**src/rtl/mig_burst_fsm.sv**
```systemverilog
// mig_burst_fsm: BEATS-beat read/write sequencer between the core memory port
// and the MIG app_* user interface. It tracks per-beat indices, checks the
// read end marker against the beat count, and aborts stalled transactions
// through a progress watchdog.
module mig_burst_fsm #(
  parameter int         BEATS          = 2,
  parameter int         IDX_W          = $clog2(BEATS),
  parameter int         TIMEOUT_CYCLES = 1023,
  parameter logic [2:0] READ_COMMAND   = 3'b001,
  parameter logic [2:0] WRITE_COMMAND  = 3'b000
) (
  input  logic             i_mem_clk,
  input  logic             i_mem_rst,
  input  logic             i_mem_en,
  input  logic             i_mem_we,
  input  logic             i_mem_rdy,
  input  logic             i_mem_wdf_rdy,
  input  logic             i_mem_rd_valid,
  input  logic             i_mem_rd_end,
  input  logic             i_mem_rcv,
  output logic [2:0]       o_mem_cmd,
  output logic             o_mem_en,
  output logic             o_mem_wdf_wren,
  output logic             o_mem_wdf_end,
  output logic             o_mem_done,
  output logic             o_mem_err,
  output logic             o_rd_valid,
  output logic [IDX_W-1:0] o_rd_index,
  output logic [IDX_W-1:0] o_wr_index,
  output logic             o_busy
);

  // The watchdog only has to count up to TIMEOUT_CYCLES-1 before expiring.
  localparam int               WD_W    = (TIMEOUT_CYCLES > 1) ? $clog2(TIMEOUT_CYCLES) : 1;
  localparam bit               WD_EN   = (TIMEOUT_CYCLES != 0);
  localparam logic [WD_W-1:0]  WD_LAST = WD_W'((TIMEOUT_CYCLES > 0) ? TIMEOUT_CYCLES - 1 : 0);
  localparam logic [IDX_W-1:0] LAST    = IDX_W'(BEATS - 1);

  typedef enum logic [2:0] {
    IDLE,
    PRE_READ,
    PRE_WRITE,
    READ,
    WRITE,
    DONE,
    DONE_WAIT
  } state_t;

  state_t           state, state_n;
  logic [IDX_W-1:0] rd_cnt, rd_cnt_n;
  logic [IDX_W-1:0] wr_cnt, wr_cnt_n;
  logic [WD_W-1:0]  wd_cnt, wd_cnt_n;
  logic             err, err_n;

  // State and counter registers with synchronous reset.
  always_ff @(posedge i_mem_clk) begin
    if (i_mem_rst) begin
      state  <= IDLE;
      rd_cnt <= '0;
      wr_cnt <= '0;
      wd_cnt <= '0;
      err    <= 1'b0;
    end else begin
      state  <= state_n;
      rd_cnt <= rd_cnt_n;
      wr_cnt <= wr_cnt_n;
      wd_cnt <= wd_cnt_n;
      err    <= err_n;
    end
  end

  // Next-state, counter updates and Moore/Mealy outputs.
  always_comb begin
    state_n        = state;
    rd_cnt_n       = rd_cnt;
    wr_cnt_n       = wr_cnt;
    wd_cnt_n       = wd_cnt;
    err_n          = err;
    o_mem_cmd      = '0;
    o_mem_en       = 1'b0;
    o_mem_wdf_wren = 1'b0;
    o_mem_wdf_end  = 1'b0;
    o_mem_done     = 1'b0;
    o_mem_err      = 1'b0;
    o_rd_valid     = 1'b0;
    o_rd_index     = '0;
    o_wr_index     = '0;

    unique case (state)
      IDLE: begin
        if (i_mem_en) state_n = i_mem_we ? PRE_WRITE : PRE_READ;
      end

      // Read beats may arrive in the same cycle the command is accepted, so
      // beat counting is shared between PRE_READ and READ; a last beat takes
      // priority over the command-accept transition.
      PRE_READ, READ: begin
        o_mem_cmd  = READ_COMMAND;
        o_mem_en   = (state == PRE_READ);
        o_rd_valid = i_mem_rd_valid;
        o_rd_index = rd_cnt;
        if (i_mem_rd_valid) begin
          rd_cnt_n = rd_cnt + 1'b1;
          wd_cnt_n = '0;
          if (i_mem_rd_end != (rd_cnt == LAST)) err_n = 1'b1;
          if (rd_cnt == LAST)                      state_n = DONE;
          else if (state == PRE_READ && i_mem_rdy) state_n = READ;
        end else if (state == PRE_READ && i_mem_rdy) begin
          state_n  = READ;
          wd_cnt_n = '0;
        end else if (WD_EN && wd_cnt == WD_LAST) begin
          state_n = DONE;
          err_n   = 1'b1;
        end else begin
          wd_cnt_n = wd_cnt + 1'b1;
        end
      end

      PRE_WRITE: begin
        o_mem_cmd = WRITE_COMMAND;
        o_mem_en  = 1'b1;
        if (i_mem_rdy) begin
          state_n  = WRITE;
          wd_cnt_n = '0;
        end else if (WD_EN && wd_cnt == WD_LAST) begin
          state_n = DONE;
          err_n   = 1'b1;
        end else begin
          wd_cnt_n = wd_cnt + 1'b1;
        end
      end

      WRITE: begin
        o_mem_cmd      = WRITE_COMMAND;
        o_mem_wdf_wren = 1'b1;
        o_mem_wdf_end  = (wr_cnt == LAST);
        o_wr_index     = wr_cnt;
        if (i_mem_wdf_rdy) begin
          wr_cnt_n = wr_cnt + 1'b1;
          wd_cnt_n = '0;
          if (wr_cnt == LAST) state_n = DONE;
        end else if (WD_EN && wd_cnt == WD_LAST) begin
          state_n = DONE;
          err_n   = 1'b1;
        end else begin
          wd_cnt_n = wd_cnt + 1'b1;
        end
      end

      DONE: begin
        o_mem_done = 1'b1;
        o_mem_err  = err;
        if (i_mem_rcv) state_n = DONE_WAIT;
      end

      DONE_WAIT: begin
        if (!i_mem_en) begin
          state_n  = IDLE;
          rd_cnt_n = '0;
          wr_cnt_n = '0;
          wd_cnt_n = '0;
          err_n    = 1'b0;
        end
      end

      default: state_n = IDLE;
    endcase
  end

  assign o_busy = (state != IDLE);

endmodule

```
**config.mk**
```make
export PLATFORM = sky130hd
export DESIGN_NAME = mig_burst_fsm
export DESIGN_NICKNAME = d
export VERILOG_FILES = /design/src/rtl/mig_burst_fsm.sv
export SDC_FILE = /design/constraint.sdc
export NUM_CORES = 1
export LEC_CHECK = 0
export CAP_MARGIN = 20
export CORE_UTILIZATION = 33
export CTS_BUF_LIST = sky130_fd_sc_hd__clkbuf_16
export DETAILED_ROUTE_END_ITERATION = 10
export HOLD_SLACK_MARGIN = 0.06
export PLACE_DENSITY = 0.63
export SLEW_MARGIN = 10
export SYNTH_ARGS = -nofsm -noshare
export SYNTH_HDL_FRONTEND = slang
export SYNTH_SLANG_ARGS = --single-unit
```
**constraint.sdc**
```tcl
create_clock -name i_mem_clk -period 2.04 [get_ports i_mem_clk]
set_clock_uncertainty 0.05 [all_clocks]
set_input_delay 0.204 -clock i_mem_clk [delete_from_list [all_inputs] [get_ports i_mem_clk]]
set_output_delay 0.204 -clock i_mem_clk [all_outputs]
set_load 0.01 [all_outputs]
```
==> results.md, run 1 <==
* Outcome: completed
* Net Sw Power at 0.443 mW
* RSZ-0062 raised after global routing: no
* Die footprint at 4290 sq um
* Internal at 0.862 mW
* CP Capture Type: output pin
* Top Ports at 21
* Via Count at 1,423
* Core area at 3770 sq um
* Final setup violating endpoints at 0
* Largest net degree at the start of global routing at 18
* EDFF count, synth at 0
* Die Ht at 65.5 um
* DRT Pass-1 Iters at 4
* Layout cells sized above 1 at 0.138
* Yosys reg bits at 16
* Synth Instances at 178
* Min-Delay Path Class: flip-flop to flip-flop
* Async SR Flop Fraction at 0
* Worst endpoint required time at 1790 ps
* P&R area growth vs syn at 28.5%
* Synth area leaders: dfxtp_1, nand2_1, nand2b_1, a21oi_1, a211oi_1
* # diodes at 0
* Path type of the worst setup path: flip-flop to output pin
* Final setup margin at 105 ps
* CP Launch Point: state[2]
* Port bufs at 18
* Reg clk slew, reported paths at 50 ps
* CTS buffer count at 3
* Most frequent cells in the layout: buf_4, clkdlybuf4s50_1, nand2_1, dfxtp_1, a21oi_1
* Skew-Pair Late Insertion Delay at 250 ps
* Row cnt at 22
* Combinational power share at 0.421
* Tcrit/Tclk final at 0.949
* Yosys top cell area share at 0.241
* Max cap viols at 0
* WL final at 3.49 mm
* H-tree depth at 1
* Vias in the first global route at 1,249
* Number of gates resized after CTS at 0
* # hold bufs at CTS at 0
* Syn_area_per_cell at 7.47 sq um
* Worst vdd ir at 0.000303 V
* Largest area contributor in the netlist: dfxtp_1
* Total GRT Usage at 0.174
* Core Util, Final at 0.453
* # nets final at 215
* Sequential share of power at 0.281
* Final hold violation count at 0
* Switching Fraction at 0.340
* Fmax at 0.517 GHz
* Sequential area share after synthesis at 0.241
* Clock share of power at 0.298
* Synth Flop Type: dfxtp_1
* Final Max Slew Viols at 0
* Reg-to-reg startpoint: wd_cnt[0]
* Power Density at 764 nW/um^2
* Placed insts at 247
* Global-route wire length before repair at 5.78 mm
* DIE WIDTH at 65.5 um
* Root Driver: clkbuf_16
* Antenna Nets Post-Route at 0
* Crit Path Max Fanout at 9
* Clock Path Buffers at 2
* Initial DRC count at 132
* Final min period at 1940 ps
* Area of the mapped netlist at 1330 sq um
* Overflow after GRT at 0
* Hold path startpoint: err
* Number of distinct library cells after synthesis at 52
* Hpwl dp at 2.57 mm
* Wirelength per Cell at 13.9 um
* Non-Filler Instances at 251
* DRC Markers at 0
* Starting Density at 0.353
* Dpl ws at -3.43 ps
* YS warnings at 0
* Mean number of vias per cell at 5.67
* Routability Congestion at 0.907
* Critical Path AT at 1680 ps
* Leak Pwr at 0.630 nW
* Commonest non-fill, non-tap cell in the layout: buf_4
* Total Power at 1.31 mW
* CP Launch Type: flip-flop
* Initial antenna violation count at 0
* Postcts setup bufs at 0
* CTS sink cnt at 16
* Hold slack at 410 ps
* CTS tree: yes
[flip-flops by register name, indices dropped and copies added, names as in the netlist]
name	flops
wd_cnt	10
state	3
err	1
rd_cnt	1
wr_cnt	1
[cell type report]
| class | count | area, sq um |
|---|---|---|
| clock inverters | 1 | 3.75 |
| repair buffers | 38 | 330 |
| inverters | 9 | 33.8 |
| multi-input cells | 136 | 885 |
| clock buffers | 3 | 75.1 |
| well taps | 48 | 60.1 |
| flip-flops and latches | 16 | 322 |
| fillers | 378 | 2060 |
[synthesized netlist by cell type, types with 2 or more instances]
| master | count |
|---|---|
| a21o_1 | 3 |
| nor2_1 | 5 |
| a31oi_1 | 3 |
| ha_1 | 2 |
| and3_1 | 5 |
| nand2_1 | 15 |
| and4_1 | 3 |
| nand3b_1 | 4 |
| or4_1 | 4 |
| nand3_1 | 9 |
| buf_4 | 5 |
| a221oi_1 | 2 |
| xnor2_1 | 2 |
| nor3_1 | 4 |
| nand2b_1 | 9 |
| nor2b_1 | 6 |
| dfxtp_1 | 16 |
| nand4_1 | 4 |
| a21oi_1 | 11 |
| o21ai_0 | 5 |
| o31ai_1 | 6 |
| clkbuf_1 | 8 |
| a2bb2oi_1 | 2 |
| buf_2 | 2 |
| a211oi_1 | 7 |
| or3_1 | 2 |
| inv_1 | 9 |
[layer usage]
metal	wire [um]	part of all wire	GRT usage	vias up
met5	0	0	0	-
met4	44	0.013	0.0652	0
met3	197	0.057	0.0330	5
met2	1600	0.46	0.285	44
met1	1650	0.47	0.225	654
li1	-	-	-	720
[worst paths after layout]
kind          endpoint  slack, ps  depth (start not counted)
max          o_mem_err        100                          4
min                err        410                          2
max reg2reg  wd_cnt[6]        230                          7
min reg2reg        err        410                          2
[worst max-delay path, stage by stage (launching register included)]
cell	delay, ps
dfxtp_1	370
buf_4	180
nor2b_1	180
and3_1	170
clkdlybuf4s50_1	530
[cells by family after synthesis]
logic type	synth area share
flops	0.241
xor+xnor	0.0132
simple gates	0.320
other cells	0.00282
compound gates	0.306
buf+inv	0.0988
fa+ha+maj	0.0188
[power groups by stage]
stage	clock network (mW)	logic (mW)	registers, mW
after floorplan	0	0.333	0.365
after global placement	0	0.540	0.372
after detailed placement	0	0.543	0.372
after CTS	0.396	0.545	0.365
after global routing	0.411	0.602	0.370
final	0.389	0.549	0.366
[metrics by stage]
step                      setup TNS, ps  instance area [sq um]
after detailed placement          -3.63                   1630
after floorplan                       0                   1330
after CTS                             0                   1710
after global placement                0                   1630
final                                 0                   1710
after global routing                  0                   1710
(Power assumes the default switching activity.)
==> inputs of run 2 (changes only) <==
Clock period 2.04 ns to 1.8 ns, I/O delays scaled along.
==> results.md, run 2 (same netlist as run 1, synthesis figures left out) <==
* Die Ht at 65.5 um (unchanged)
* Largest Register: wd_cnt (unchanged)
* Via Count at 1,472 (was 1,423)
* CTS tree: yes (unchanged)
* CTS sink cnt at 16 (unchanged)
* Dpl ws at -242 ps (was -3.43 ps)
* Initial DRC count at 102 (was 132)
* Tcrit/Tclk final at 0.959
* Root Driver: clkbuf_16 (unchanged)
* Worst endpoint required time at 1920 ps (was 1790 ps)
* Setup TNS at 0 ps (unchanged)
* CTS buffer count at 3 (unchanged)
* Die footprint at 4290 sq um (unchanged)
* Antenna Nets Post-Route at 0 (unchanged)
* Total Power at 1.54 mW (was 1.31 mW)
* Fmax at 0.579 GHz
* Top Ports at 21 (unchanged)
* DRC Markers at 0 (unchanged)
* Hpwl dp at 2.72 mm (was 2.57 mm)
* Reg clk slew, reported paths at 50 ps (about the same)
* CP Launch Type: flip-flop (unchanged)
* Port bufs at 18 (unchanged)
* Path type of the worst setup path: flip-flop to flip-flop (was flip-flop to output pin)
* Final min period at 1730 ps
* DIE WIDTH at 65.5 um (unchanged)
* Final Max Slew Viols at 0 (unchanged)
* Fillers at 373 (was 378)
* WL final at 3.68 mm (was 3.49 mm)
* Final setup margin at 73.8 ps (was 105 ps)
* Mean number of vias per cell at 5.58 (was 5.67)
* DRT Pass-1 Iters at 5 (was 4)
* Starting Density at 0.353 (unchanged)
* H-tree depth at 1 (unchanged)
* Worst vdd ir at 0.000300 V (was 0.000303 V)
* Commonest non-fill, non-tap cell in the layout: buf_4 (unchanged)
* Final hold violation count at 0 (unchanged)
* Row cnt at 22 (unchanged)
* Outcome: completed (unchanged)
* Wirelength per Cell at 14.0 um (was 13.9 um)
* Crit Path Max Fanout at 11 (was 9)
* Final setup violating endpoints at 0 (unchanged)
* CP Capture Type: flip-flop (was output pin)
* Regs by FF count: wd_cnt x10, state x3 (unchanged)
* FF+latch area at 328 sq um (was 322 sq um)
* Most frequent cells in the layout: buf_4, nand2_1, dfxtp_1 (was buf_4, clkdlybuf4s50_1, nand2_1, dfxtp_1, a21oi_1)
* Core area at 3770 sq um (unchanged)
* Vias in the first global route at 1,406 (was 1,249)
* Hold slack at 404 ps (was 410 ps)
* Layout cells sized above 1 at 0.231 (was 0.138)
* # nets final at 228 (was 215)
* P&R area growth vs syn at 41.3% (was 28.5%)
* Power Density at 821 nW/um^2 (was 764 nW/um^2)
* Critical Path AT at 1850 ps (was 1680 ps)
* Skew-Pair Late Insertion Delay at 250 ps (about the same)
* RSZ-0062 raised after global routing: yes (was no)
* Overflow after GRT at 0 (unchanged)
* Leak Pwr at 0.806 nW (was 0.630 nW)
* Max reg flops at 10 (unchanged)
* Routability Congestion at 0.846 (was 0.907)
* Clock Path Buffers at 2 (unchanged)
* Initial antenna violation count at 0 (unchanged)
* Global-route wire length before repair at 6.34 mm (was 5.78 mm)
* Multi-input logic area at 916 sq um (was 885 sq um)
* # diodes at 0 (unchanged)
* Total GRT Usage at 0.190 (was 0.174)
* Largest net degree at the start of global routing at 19 (was 18)
* Min-Delay Path Class: flip-flop to flip-flop (unchanged)
* Max cap viols at 0 (unchanged)
==> run 2: critical path: stages (launching register included) <==
cell      delay [ps]
dfxtp_2          340
inv_1             40
ha_1             190
nand4_1          120
nor3_2            70
buf_6            140
or4_1            490
a211oi_2         210
==> run 2: layout make-up <==
| cell class | instances | share of cell area |
|---|---|---|
| multi-input cells | 136 | 0.487 |
| clock buffers | 3 | 0.0399 |
| clock inverters | 1 | 0.00200 |
| well taps | 48 | 0.0320 |
| repair buffers | 51 | 0.246 |
| flip-flops and latches | 16 | 0.174 |
| inverters | 9 | 0.0180 |
==> run 2: through the flow <==
stage,cell area (sq um),instances,utilization
after detailed placement,1730,258,0.460
final,1880,264,0.498
after floorplan,1330,179,-
after global routing,1880,264,0.498
after global placement,1730,258,0.460
after CTS,1820,262,0.482
==> run 2: worst paths after layout <==
| path | to | slack, ps | depth (start not counted) | start |
|---|---|---|---|---|
| setup / recovery | wd_cnt[6] | 70 | 7 | wd_cnt[0] |
| hold / removal | err | 400 | 2 | err |
| setup reg to reg | wd_cnt[6] | 70 | 7 | wd_cnt[0] |
| hold reg to reg | err | 400 | 2 | err |
==> run 2: timing repair <==
item	4_1_cts	5_1_grt
setup buffers	0	2
setup endpoints to repair	9	7
pin swaps	0	1
hold buffers	0	0
gates resized for setup	10	14
==> run 2: metal layers <==
| metal | vias up | GRT usage | share of wire |
|---|---|---|---|
| met5 | - | 0 | 0 |
| met4 | 0 | 0.0652 | 0.014 |
| met3 | 7 | 0.0226 | 0.050 |
| met2 | 44 | 0.329 | 0.49 |
| met1 | 677 | 0.240 | 0.44 |
| li1 | 744 | - | - |
==> run 2: where the power goes <==
group          internal (mW)  switching, mW  total [mW]  leakage [nW]
logic                  0.351          0.334       0.685         0.636
clock network          0.295          0.143       0.437        0.0385
registers              0.387         0.0339       0.421         0.132
